## src/rtl/sim_run_ctrl_pkg.sv

```systemverilog
// Shared definitions for the simulation run controller: state encodings,
// the FSM state type and the release-counter sizing helper.
package sim_run_ctrl_pkg;

  localparam logic [2:0] ST_HOLD    = 3'd0;
  localparam logic [2:0] ST_RELEASE = 3'd1;
  localparam logic [2:0] ST_RUN     = 3'd2;
  localparam logic [2:0] ST_DONE    = 3'd3;
  localparam logic [2:0] ST_TIMEOUT = 3'd4;

  typedef enum logic [2:0] {
    S_HOLD    = ST_HOLD,
    S_RELEASE = ST_RELEASE,
    S_RUN     = ST_RUN,
    S_DONE    = ST_DONE,
    S_TIMEOUT = ST_TIMEOUT
  } run_state_e;

  // Bits needed to hold the last channel's release threshold.
  function automatic int rel_cnt_width(input int reset_cycles, input int num_dut,
                                       input int stagger);
    int span;
    span = reset_cycles + (num_dut - 1) * stagger;
    return (span < 1) ? 1 : $clog2(span + 1);
  endfunction

endpackage

```

## src/rtl/sim_run_sat_counter.sv

```systemverilog
// Saturating up-counter with synchronous clear, count enable and freeze.
// Stops at all ones instead of wrapping.
module sim_run_sat_counter #(
  parameter int W = 8
) (
  input  logic         clk,
  input  logic         clr,
  input  logic         en,
  input  logic         frz,
  output logic [W-1:0] q
);

  always_ff @(posedge clk) begin
    if (clr) begin
      q <= '0;
    end else if (en && !frz && (q != '1)) begin
      q <= q + W'(1);
    end
  end

endmodule

```

## src/rtl/sim_run_ctrl.sv

```systemverilog
// Run controller: staggered per-DUT reset release, run-cycle counting, halt
// capture and done/timeout termination. Halt timestamps need SIM_RUN_CTRL_STAMP_EN.
import sim_run_ctrl_pkg::*;

module sim_run_ctrl #(
  parameter int NUM_DUT        = 1,
  parameter int RESET_CYCLES   = 1,
  parameter int STAGGER        = 0,
  parameter int TIMEOUT_CYCLES = 1000,
  parameter int CNT_W          = 32
) (
  input  logic                     clk,
  input  logic                     reset,
  input  logic [NUM_DUT-1:0]       halt_i,
  output logic [NUM_DUT-1:0]       dut_reset_o,
  output logic                     running_o,
  output logic                     done_o,
  output logic                     timeout_o,
  output logic [CNT_W-1:0]         cycle_cnt_o,
  output logic [NUM_DUT-1:0]       halted_o,
  output logic [NUM_DUT*CNT_W-1:0] halt_cycle_o
);

  localparam int REL_W = rel_cnt_width(RESET_CYCLES, NUM_DUT, STAGGER);
  localparam logic [CNT_W:0] TO_LIM = (CNT_W+1)'(TIMEOUT_CYCLES);

  // Handshake-free block: halt_i is a level qualified by the channel's own
  // released reset; outputs are registered and change only on clk edges.
  run_state_e           state_q;
  logic [REL_W-1:0]     rel_q;
  logic [REL_W:0]       rel_nxt;
  logic [NUM_DUT-1:0]   rel_hit;
  logic [NUM_DUT-1:0]   halted_n;
  logic                 all_halted_n;
  logic                 to_hit;
  logic                 in_seq;
  logic                 run_en;
  logic                 run_frz;

  always_comb begin
    in_seq       = (state_q == S_HOLD) || (state_q == S_RELEASE);
    rel_nxt      = {1'b0, rel_q} + (REL_W+1)'(1);
    rel_hit      = '0;
    for (int i = 0; i < NUM_DUT; i++) begin
      rel_hit[i] = in_seq && (rel_nxt >= (REL_W+1)'(RESET_CYCLES + i * STAGGER));
    end
    // Channels still held in reset cannot report a halt.
    halted_n     = halted_o | (halt_i & ~dut_reset_o);
    all_halted_n = &halted_n;
    to_hit       = (({1'b0, cycle_cnt_o} + (CNT_W+1)'(1)) == TO_LIM);
    run_en       = (state_q == S_RUN) && !all_halted_n;
    run_frz      = (state_q == S_DONE) || (state_q == S_TIMEOUT);
  end

  sim_run_sat_counter #(.W(REL_W)) u_rel_cnt (
    .clk (clk),
    .clr (reset),
    .en  (in_seq),
    .frz (1'b0),
    .q   (rel_q)
  );

  sim_run_sat_counter #(.W(CNT_W)) u_run_cnt (
    .clk (clk),
    .clr (reset),
    .en  (run_en),
    .frz (run_frz),
    .q   (cycle_cnt_o)
  );

  always_ff @(posedge clk) begin
    if (reset) begin
      state_q     <= S_HOLD;
      dut_reset_o <= '1;
      halted_o    <= '0;
      running_o   <= 1'b0;
      done_o      <= 1'b0;
      timeout_o   <= 1'b0;
    end else begin
      case (state_q)
        S_HOLD, S_RELEASE: begin
          dut_reset_o <= dut_reset_o & ~rel_hit;
          halted_o    <= halted_n;
          if (rel_hit[NUM_DUT-1]) begin
            if (all_halted_n) begin
              state_q <= S_DONE;
              done_o  <= 1'b1;
            end else begin
              state_q   <= S_RUN;
              running_o <= 1'b1;
            end
          end else if (rel_hit[0]) begin
            state_q <= S_RELEASE;
          end
        end
        S_RUN: begin
          halted_o <= halted_n;
          // A final halt on the timeout edge still counts as done.
          if (all_halted_n) begin
            state_q   <= S_DONE;
            done_o    <= 1'b1;
            running_o <= 1'b0;
          end else if (to_hit) begin
            state_q   <= S_TIMEOUT;
            timeout_o <= 1'b1;
            running_o <= 1'b0;
          end
        end
        default: begin
          state_q <= state_q;
        end
      endcase
    end
  end

`ifdef SIM_RUN_CTRL_STAMP_EN
  logic [NUM_DUT*CNT_W-1:0] stamp_q;

  always_ff @(posedge clk) begin
    if (reset) begin
      stamp_q <= '0;
    end else if ((state_q == S_RELEASE) || (state_q == S_RUN)) begin
      for (int i = 0; i < NUM_DUT; i++) begin
        if (halted_n[i] && !halted_o[i]) begin
          stamp_q[i*CNT_W +: CNT_W] <= cycle_cnt_o;
        end
      end
    end
  end

  assign halt_cycle_o = stamp_q;
`else
  assign halt_cycle_o = '0;
`endif

endmodule

```

## config.mk

```make
export PLATFORM = sky130hd
export DESIGN_NAME = sim_run_ctrl
export DESIGN_NICKNAME = d
export VERILOG_FILES = /design/src/rtl/sim_run_ctrl_pkg.sv /design/src/rtl/sim_run_sat_counter.sv /design/src/rtl/sim_run_ctrl.sv
export SDC_FILE = /design/constraint.sdc
export NUM_CORES = 1
export LEC_CHECK = 0
export CAP_MARGIN = 5
export CORE_ASPECT_RATIO = 1.25
export CORE_MARGIN = 4
export CORE_UTILIZATION = 50
export DETAILED_ROUTE_END_ITERATION = 8
export DONT_BUFFER_PORTS = 1
export GPL_ROUTABILITY_DRIVEN = 0
export GPL_TIMING_DRIVEN = 0
export SETUP_SLACK_MARGIN = 0.02
export SYNTH_ARGS = -nofsm -noshare
export SYNTH_HDL_FRONTEND = slang
export SYNTH_HIERARCHICAL = 1
export SYNTH_SLANG_ARGS = --single-unit
```

## constraint.sdc

```tcl
create_clock -name clk -period 3.85 [get_ports clk]
set_input_delay 0.5775 -clock clk [delete_from_list [all_inputs] [get_ports clk]]
set_output_delay 0.5775 -clock clk [all_outputs]
set_load 0.05 [all_outputs]
```

==> impl_results.md, run 1 <==
* Largest net degree at the start of global routing at 15
* Run status: finished, final reports clean
* Warnings from Yosys at 6
* Routed vias at 2777
* Post-cts sizing count at 0
* Most frequent cells after synthesis: dfxtp_1 (40), nor2_1 (33), buf_4 (32), a21oi_1 (25), nand2_1 (22)
* Setup WS post-layout at 725 ps
* Layout cell share with drive strength beyond 1 at 0.167
* # IOs at 72
* Cell family with most CP delay: simple AND/OR/NAND/NOR gates
* Worst-margin pin slew at 916 ps
* Hold bufs inserted after CTS at 0
* Rel. slew slack at 0.389
* Avg Cell Area, Syn at 7.89 sq um
* Global routing usage on met1 at 0.302
* Min-Delay Path Class: in -> reg
* Initial Util at 0.523
* CTS Buf Count at 5
* Min Clock Period, post-route at 3120 ps
* Max-Cap Viols at 0
* Multi-input logic area at 1870 sq um
* Vias in the first global route at 2447
* Vias per cell at 5.96
* RSZ-0062 raised after global routing: no
* CP Cell Sequence: nand4_2 > nor4_1 > nand3_1 > a221oi_1 > nand4b_1 > o31a_1
* Critical Path RT at 4030 ps
* Yosys top cell by area: dfxtp_1
* Syn-to-layout area delta at 11.3%
* Root Buffer: clkbuf_8
* Compound-Gate Fraction of Synth Area at 0.153
* Tcrit/Tclk final at 0.812
* Max stage delay on crit path at 890 ps
* Wire per inst at 16.6 microns
* Crit path DAT at 3300 ps
* Pwr Density at 313 nW/um^2
* Final Util at 0.582
* First-pass detailed-route iteration total at 5
* Clock transition at path regs at 90 ps
* Clock Latency Late Sink at 290 ps
* Maximum VDD drop at 0.198 mV
* PortBufs at 0
* Setup CP Type: reg -> reg
* Die Span Y at 92.6 microns
* Fmax at 320 MHz
* Die ar. at 7010 sq um
* Max-slew violations at 0
* Fill cells at 534
* Clk sinks at 40
* Die X-Extent at 75.7 microns
* CTS H-tree lvls at 2
* Largest family of logic cells by synthesized area: simple AND/OR/NAND/NOR gates
* Synth unique cells at 55
* Detail Placement HPWL at 5.70 mm
* Top post-synthesis cells by area: dfxtp_1 (28%), buf_4 (8.4%), nand4_1 (4.6%), a21oi_1 (4.4%), nor2_1 (4.3%)
* Post-CTS setup buffers at 0
* Synth Flop Type: dfxtp_1
* GR peak layer: met2
* TNS Setup at 0 ps
* Count leader, synth: dfxtp_1
* Antenna-violating nets left at 0
* CP max FO at 11
* CP Buf/Inv Count at 0
* Global-route wire length before repair at 12.9 mm
* Pleak at 1.18 nW
* GRT Total Usage at 0.232
* Hold Violations, Final at 0
* Multiplexer share of the synthesized area at 0.0389
* Fin nets at 405
* CTS tree: built
* CP Launch Type: flop
* Clk buf depth at 2
* Post-Route WL at 7.72 mm
* Row count at 30
* Grt met3 use at 0.0478
* Synth Area in XOR/XNOR at 0.0275
* Ant. Diodes at 0
* Share of the synthesized area in the top cell type at 0.280
* Synth Area in Adders at 0.00437
* Crit end category: flop
* Synth async-reset ratio at 0
* Detailed router's first-iteration violation count at 403
* EDFF count, synth at 0
* # DRC at 0
* Worst slack at placement at 813 ps
* Sequential-to-total area share from yosys stat at 0.280
* Post-Synth Simple-Gate Area at 0.386
* Global route overflow at 0
* Synth Cell Area at 2860 sq um
* Initial antenna violation count at 0
* Core area at 5480 sq um
* Mapped Cells at 363
* FF+latch count, synth at 40
* Critical-path top delay cell: dfxtp_1
* Endpoints failing setup at 0
* Sequential Area at 801 sq um
* Setup Skew at 10.1 ps
* Met2 usage at 0.375
routing by layer:
layer / vias up / part of all wire
met3: 10 / 0.070
met2: 97 / 0.50
met5: - / 0
li1: 1376 / -
met4: 0 / 0.016
met1: 1294 / 0.42
logic make-up after synthesis:
kind of cell	count (synthesis)
other cells	1
buf+inv	51
xor+xnor	9
fa+ha+maj	1
flops	40
mux	10
simple gates	182
compound gates	69
cell usage in the layout (no fill, tap or decap), types with 11 or more instances in the layout:
| cell type | count |
|---|---|
| a21oi_1 | 25 |
| buf_4 | 32 |
| conb_1 | 32 |
| dfxtp_1 | 40 |
| inv_1 | 11 |
| nand2_1 | 22 |
| nand3_1 | 20 |
| nand4_1 | 21 |
| nor2_1 | 33 |
| nor4_1 | 12 |
| o21ai_0 | 16 |
| or3_1 | 13 |
sequential cells by signal, indices dropped and copies added, names as in the netlist:
signal and count:
state_q 3, done_o 1, dut_reset_o 1, running_o 1, timeout_o 1, u_run_cnt/q 32
halted_o 1
where the power goes:
part           internal, mW  switching, mW
logic                0.0420          0.115
registers             0.422         0.0374
clock network         0.229          0.153
cell type report:
type	count	area share
clock inverter	1	0.00942
inverter	11	0.0130
tap	64	0.0251
sequential	40	0.251
clock buffer	7	0.0302
buffer	40	0.0856
multi-input combinational	303	0.585
through the flow:
step / cells / area, sq um / power, mW / hold WS, ps
after floorplan: 394 / 2980 / 0.604 / 530
after global placement: 458 / 3060 / 0.624 / 573
after detailed placement: 458 / 3060 / 0.625 / 574
after CTS: 466 / 3190 / 1.01 / 524
after global routing: 466 / 3190 / 1.04 / 551
final: 466 / 3190 / 0.998 / 539
path summary, 6_finish.rpt:
path	endpoint	slack, ps	depth (start not counted)	start
setup / recovery	state_q[1]	730	6	u_run_cnt/q[11]
hold / removal	u_run_cnt/q[25]	540	2	reset
hold reg to reg	state_q[0]	590	3	state_q[0]
setup reg to reg	state_q[1]	730	6	u_run_cnt/q[11]
(Power assumes the default switching activity.)
==> run 2: changes to the inputs <==
--- a/config.mk
+++ b/config.mk
@@ -13,6 +13,7 @@
 export DONT_BUFFER_PORTS = 1
 export GPL_ROUTABILITY_DRIVEN = 0
 export GPL_TIMING_DRIVEN = 0
+export PLACE_DENSITY = 0.68
 export SETUP_SLACK_MARGIN = 0.02
 export SYNTH_ARGS = -nofsm -noshare
 export SYNTH_HDL_FRONTEND = slang
==> constraint.sdc (replaced) <==
create_clock -name clk -period 2.6 [get_ports clk]
set_input_delay 0.39 -clock clk [delete_from_list [all_inputs] [get_ports clk]]
set_output_delay 0.39 -clock clk [all_outputs]
set_load 0.05 [all_outputs]
==> run 2 against run 1 <==
Utilization grew 1.7 points; worst hold slack got worse by 190 ps; cell area increased by 2.9%; register-to-register slack got worse by 610 ps; count of clock-buffer cells in the layout up 1; global-route usage down 1.0 points; critical endpoint is now running_o; highest routed layer unchanged.
==> impl_results.md, run 2 (synthesis results as in run 1) <==
* Max stage delay on crit path at 510 ps
* Largest reg by FF count: u_run_cnt/q
* CP Cell Sequence: nand4_1 > or2_2 > o41ai_1 > nand4_1 > nand4b_1 > o31a_1
* Hold bufs inserted after CTS at 0
* Ant. Diodes at 0
* CP Buf/Inv Count at 0
* Initial Util at 0.523
* Max-Cap Viols at 0
* Clock Latency Late Sink at 290 ps
* Root Buffer: clkbuf_8
* Clock transition at path regs at 80 ps
* Detail Placement HPWL at 5.61 mm
* Worst-margin pin slew at 582 ps
* Vias per cell at 6.02
* Die Span Y at 92.6 microns
* # IOs at 72
* CTS H-tree lvls at 2
* Hold Path Depth at 2
* Fill cells at 503
* Core area at 5480 sq um
* Die X-Extent at 75.7 microns
* Pint at 0.891 mW
* Crit end category: flop
* Worst reg2reg path depth at 6
* Min Clock Period, post-route at 2490 ps
* Layout cell share with drive strength beyond 1 at 0.260
* Setup CP Type: reg -> reg
* Tcrit/Tclk final at 0.957
* Global-route wire length before repair at 12.3 mm
* CP Launch Type: flop
* TNS Setup at 0 ps
* Largest net degree at the start of global routing at 15
* Clock Power Share at 0.325
* CTS tree: built
* Wire per inst at 16.4 microns
* Initial antenna violation count at 0
* PortBufs at 0
* # DRC at 0
* Sw Ratio at 0.332
* Critical path depth in cells at 6
* Routed vias at 2816
* Pleak at 1.21 nW
* Row count at 30
* Antenna-violating nets left at 0
* Most frequent cells in the layout: nor2_1 (33), buf_4 (33), conb_1 (32)
* RSZ-0062 raised after global routing: yes
* Syn-to-layout area delta at 14.5%
* Clk buf depth at 2
* Max-slew violations at 0
* Fin nets at 407
* Critical-path top delay cell: dfxtp_4
* Maximum VDD drop at 0.358 mV
* Tot Pwr at 1.33 mW
* Fmax at 402 MHz
* Switching pwr at 0.443 mW
* Max reg flops at 32
* Pwr Density at 407 nW/um^2
* Rel. slew slack at 0.612
* Die ar. at 7010 sq um
* Setup Skew at 6.80 ps
* Endpoints failing setup at 0
* Global route overflow at 0
* Final Util at 0.598
* Reg power frac at 0.500
* CP max FO at 11
* Biggest regs: u_run_cnt/q x32, state_q x3
* Critical Path RT at 2790 ps
* Vias in the first global route at 2469
* Hold Violations, Final at 0
* First-pass detailed-route iteration total at 4
* Cell family with most CP delay: simple AND/OR/NAND/NOR gates
* Comb pwr share at 0.176
* Min-Delay Path Class: in -> reg
* Post-Route WL at 7.69 mm
* GRT Total Usage at 0.222
* Run status: finished, final reports clean
* Clk sinks at 40
* CTS Buf Count at 5
* Crit path DAT at 2680 ps
* CP dominant cell by count: nand4_1
* Detailed router's first-iteration violation count at 289
[run 2: repair_timing]
| action | 4_1_cts | 5_1_grt |
|---|---|---|
| gates cloned | 0 | 0 |
| setup buffers | 0 | 2 |
| hold endpoints to repair | 0 | 0 |
| gates resized for setup | 44 | 12 |
| pin swaps | 0 | 1 |
| setup endpoints to repair | 28 | 13 |
[run 2: final cells by class]
class                   instances  area [sq um]  share of cell area
clock buffers                   8          90.1              0.0275
repair buffers                  2          12.5             0.00382
well taps                      64          80.1              0.0244
inverters                      11          41.3              0.0126
flip-flops and latches         40           885               0.270
multi-input cells             303          1900               0.578
plain buffers                  40           274              0.0836
[run 2: power by group through the flow]
stage / clock [mW] / sequential, mW / combinational, mW
after global routing: 0.473 / 0.670 / 0.252
after detailed placement: 0 / 0.695 / 0.230
after global placement: 0 / 0.695 / 0.228
after CTS: 0.445 / 0.676 / 0.232
after floorplan: 0 / 0.690 / 0.205
final: 0.433 / 0.667 / 0.235
[run 2: routing by layer]
metal	up-vias	wire length (microns)	track usage
met3	17	573	0.0521
met1	1311	3060	0.276
met4	0	204	0.0802
met5	-	0	0
li1	1384	-	-
met2	104	3850	0.364
[run 2: worst paths after layout]
path	end	startpoint	slack, ps
worst max register to register	running_o	u_run_cnt/q[4]	110
worst min register to register	state_q[0]	state_q[0]	590
worst max-delay path	running_o	u_run_cnt/q[4]	110
worst min-delay path	u_run_cnt/q[31]	reset	350
[run 2: stage by stage]
step / hold slack (ps) / instance area [sq um] / std cells / setup WS [ps]
6_report: 345 / 3280 / 468 / 112
3_5_place_dp: 581 / 3060 / 458 / -397
2_1_floorplan: 530 / 2980 / 394 / 50.6
5_1_grt: 350 / 3280 / 468 / 0.513
4_1_cts: 348 / 3230 / 466 / 27.8
3_3_place_gp: 570 / 3060 / 458 / -349
==> run 3: changes to the inputs <==
--- a/config.mk
+++ b/config.mk
@@ -7,8 +7,8 @@
 export LEC_CHECK = 0
 export CAP_MARGIN = 5
 export CORE_ASPECT_RATIO = 1.25
-export CORE_MARGIN = 4
 export CORE_UTILIZATION = 50
+export CTS_BUF_LIST = sky130_fd_sc_hd__clkbuf_4 sky130_fd_sc_hd__clkbuf_8
 export DETAILED_ROUTE_END_ITERATION = 8
 export DONT_BUFFER_PORTS = 1
 export GPL_ROUTABILITY_DRIVEN = 0
==> run 3 against run 2 <==
Wire length down 2.7%; cell area up 1.7%; clock skew up 2.1 ps; utilization up 1.0 points; maximum frequency down 0.89%; register-to-register slack worse by 20 ps; worst hold slack worse by 19 ps; die area down 14%; sequential share of layout area down 0.37 points; combinational power about the same; sequential cell count unchanged; total power up 9.8%; critical path type unchanged; largest cell class unchanged; largest power group unchanged.
==> impl_results.md, run 3 (synthesis results as in run 1) <==
* Run status: finished, final reports clean
* Setup Skew at 8.88 ps
* CTS H-tree lvls at 2
* Fmax at 398 MHz
* Max-slew violations at 0
* Detail Placement HPWL at 5.34 mm
* Fill cells at 498
* Clk sinks at 40
* # DRC at 0
* CTS Buf Count at 5
* Die X-Extent at 69.7 microns
* Worst-margin pin slew at 605 ps
* Layout cell share with drive strength beyond 1 at 0.266
* Final Util at 0.608
* Root Buffer: clkbuf_8
* Final hold slack at 326 ps
* Cell family with most CP delay: simple AND/OR/NAND/NOR gates
* Endpoints failing setup at 0
* Register-to-register setup slack at 90 ps
* Post-Route WL at 7.49 mm
* Largest reg by FF count: u_run_cnt/q
* Most frequent cells in the layout: nor2_1 (33), buf_4 (33), conb_1 (32)
* Non-Filler Instances at 467
* Antenna-violating nets left at 0
* Clock Latency Late Sink at 300 ps
* Min Clock Period, post-route at 2510 ps
* Core area at 5480 sq um
* Die Span Y at 86.6 microns
* Vias per cell at 6.06
* Clock transition at path regs at 80 ps
* Die ar. at 6040 sq um
* Initial antenna violation count at 0
* Crit path DAT at 2700 ps
* Max-Cap Viols at 0
* Max reg flops at 32
* Vias in the first global route at 2479
* First-pass detailed-route iteration total at 4
* R2r startpoint: u_run_cnt/q[24]
* Largest net degree at the start of global routing at 15
* PortBufs at 0
* CP max FO at 12
* Worst reg2reg path depth at 6
* Tcrit/Tclk final at 0.966
* Cell Area, Placed at 3060 sq um
* RSZ-0062 raised after global routing: no
* Global-route wire length before repair at 12.1 mm
* Hold bufs inserted after CTS at 0
* Critical-path top delay cell: dfxtp_2
* CP Launch Type: flop
* Syn-to-layout area delta at 16.4%
* Fin nets at 406
* Pleak at 1.24 nW
* Biggest regs: u_run_cnt/q x32, state_q x3
* Max stage delay on crit path at 630 ps
* Crit end category: flop
* Tot Pwr at 1.47 mW
* # IOs at 72
* Initial Util at 0.523
* Clk buf depth at 2
* GRT Total Usage at 0.251
* CP Cell Sequence: nand4_1 > nor4_2 > a21o_2 > buf_2 > nor3_1 > mux2_2
* Crit path to: u_run_cnt/q[23]
* Ant. Diodes at 0
* CP startpoint: u_run_cnt/q[24]
* Min-Delay Path Class: in -> reg
* Setup CP Type: reg -> reg
* Wire per inst at 16.0 microns
* CTS tree: built
* Capturing point of the worst reg2reg path: u_run_cnt/q[23]
* Placed Cells incl. Taps at 458
* Critical path depth in cells at 6
* CP Buf/Inv Count at 1
* Pwr Density at 440 nW/um^2
* Maximum VDD drop at 0.374 mV
* Rel. slew slack at 0.596
* Row count at 30
* Hold Violations, Final at 0
* Critical Path RT at 2790 ps
* Detailed router's first-iteration violation count at 287
* Finished Cell Area at 3330 sq um
* Routed vias at 2832
* Global route overflow at 0
## run 3: where the power goes
part / switching [mW] / leakage, nW / internal, mW
clock: 0.225 / 0.0645 / 0.339
combinational: 0.171 / 0.830 / 0.0641
sequential: 0.0564 / 0.346 / 0.610
total: 0.452 / 1.24 / 1.01
## run 3: worst min path at each step
stage                     slack [ps]               to  cells after the start        from
after floorplan                  530       state_q[2]                      2  state_q[2]
final                            330  u_run_cnt/q[25]                      2       reset
after detailed placement         580       state_q[0]                      3  state_q[0]
after global routing             350  u_run_cnt/q[25]                      2       reset
after CTS                        320  u_run_cnt/q[25]                      2       reset
after global placement           570       state_q[0]                      3  state_q[0]
## run 3: timing repair
action                                  in CTS  in global routing
resized for setup                           41                 19
pin swaps                                    0                  3
setup buffers                                0                  1
endpoints found under the setup margin      29                 11
## run 3: layout make-up
type | instances | area, sq um | area share
timing repair buffer | 1 | 7.51 | 0.00225
buffer | 40 | 274 | 0.0822
clock inverter | 1 | 30.0 | 0.00901
clock buffer | 7 | 96.3 | 0.0289
multi-input combinational | 303 | 1920 | 0.575
inverter | 11 | 41.3 | 0.0124
sequential | 40 | 887 | 0.266
tap | 64 | 80.1 | 0.0240
## run 3: metrics by stage
step / worst slack, ps / TNS, ps
CTS: 29.3 / 0
global route: 20.0 / 0
floorplan: 50.6 / 0
finish: 89.2 / 0
detailed placement: -396 / -7850
global placement: -342 / -6960
## run 3: worst reg2reg max path: cells and delay by family (launching register included)
family / cells / cell delay [ps]
AO/OA/AOI/OAI: 1 / 300
buffers and inverters: 1 / 290
flip-flops: 1 / 630
multiplexers: 1 / 270
AND/OR/NAND/NOR: 3 / 900
## run 3: per-layer routing
| layer | track usage | vias up | share of wire |
|---|---|---|---|
| li1 | - | 1377 | - |
| met1 | 0.308 | 1333 | 0.42 |
| met2 | 0.432 | 108 | 0.48 |
| met3 | 0.0442 | 14 | 0.067 |
| met4 | 0.109 | 0 | 0.028 |
| met5 | 0 | - | 0 |
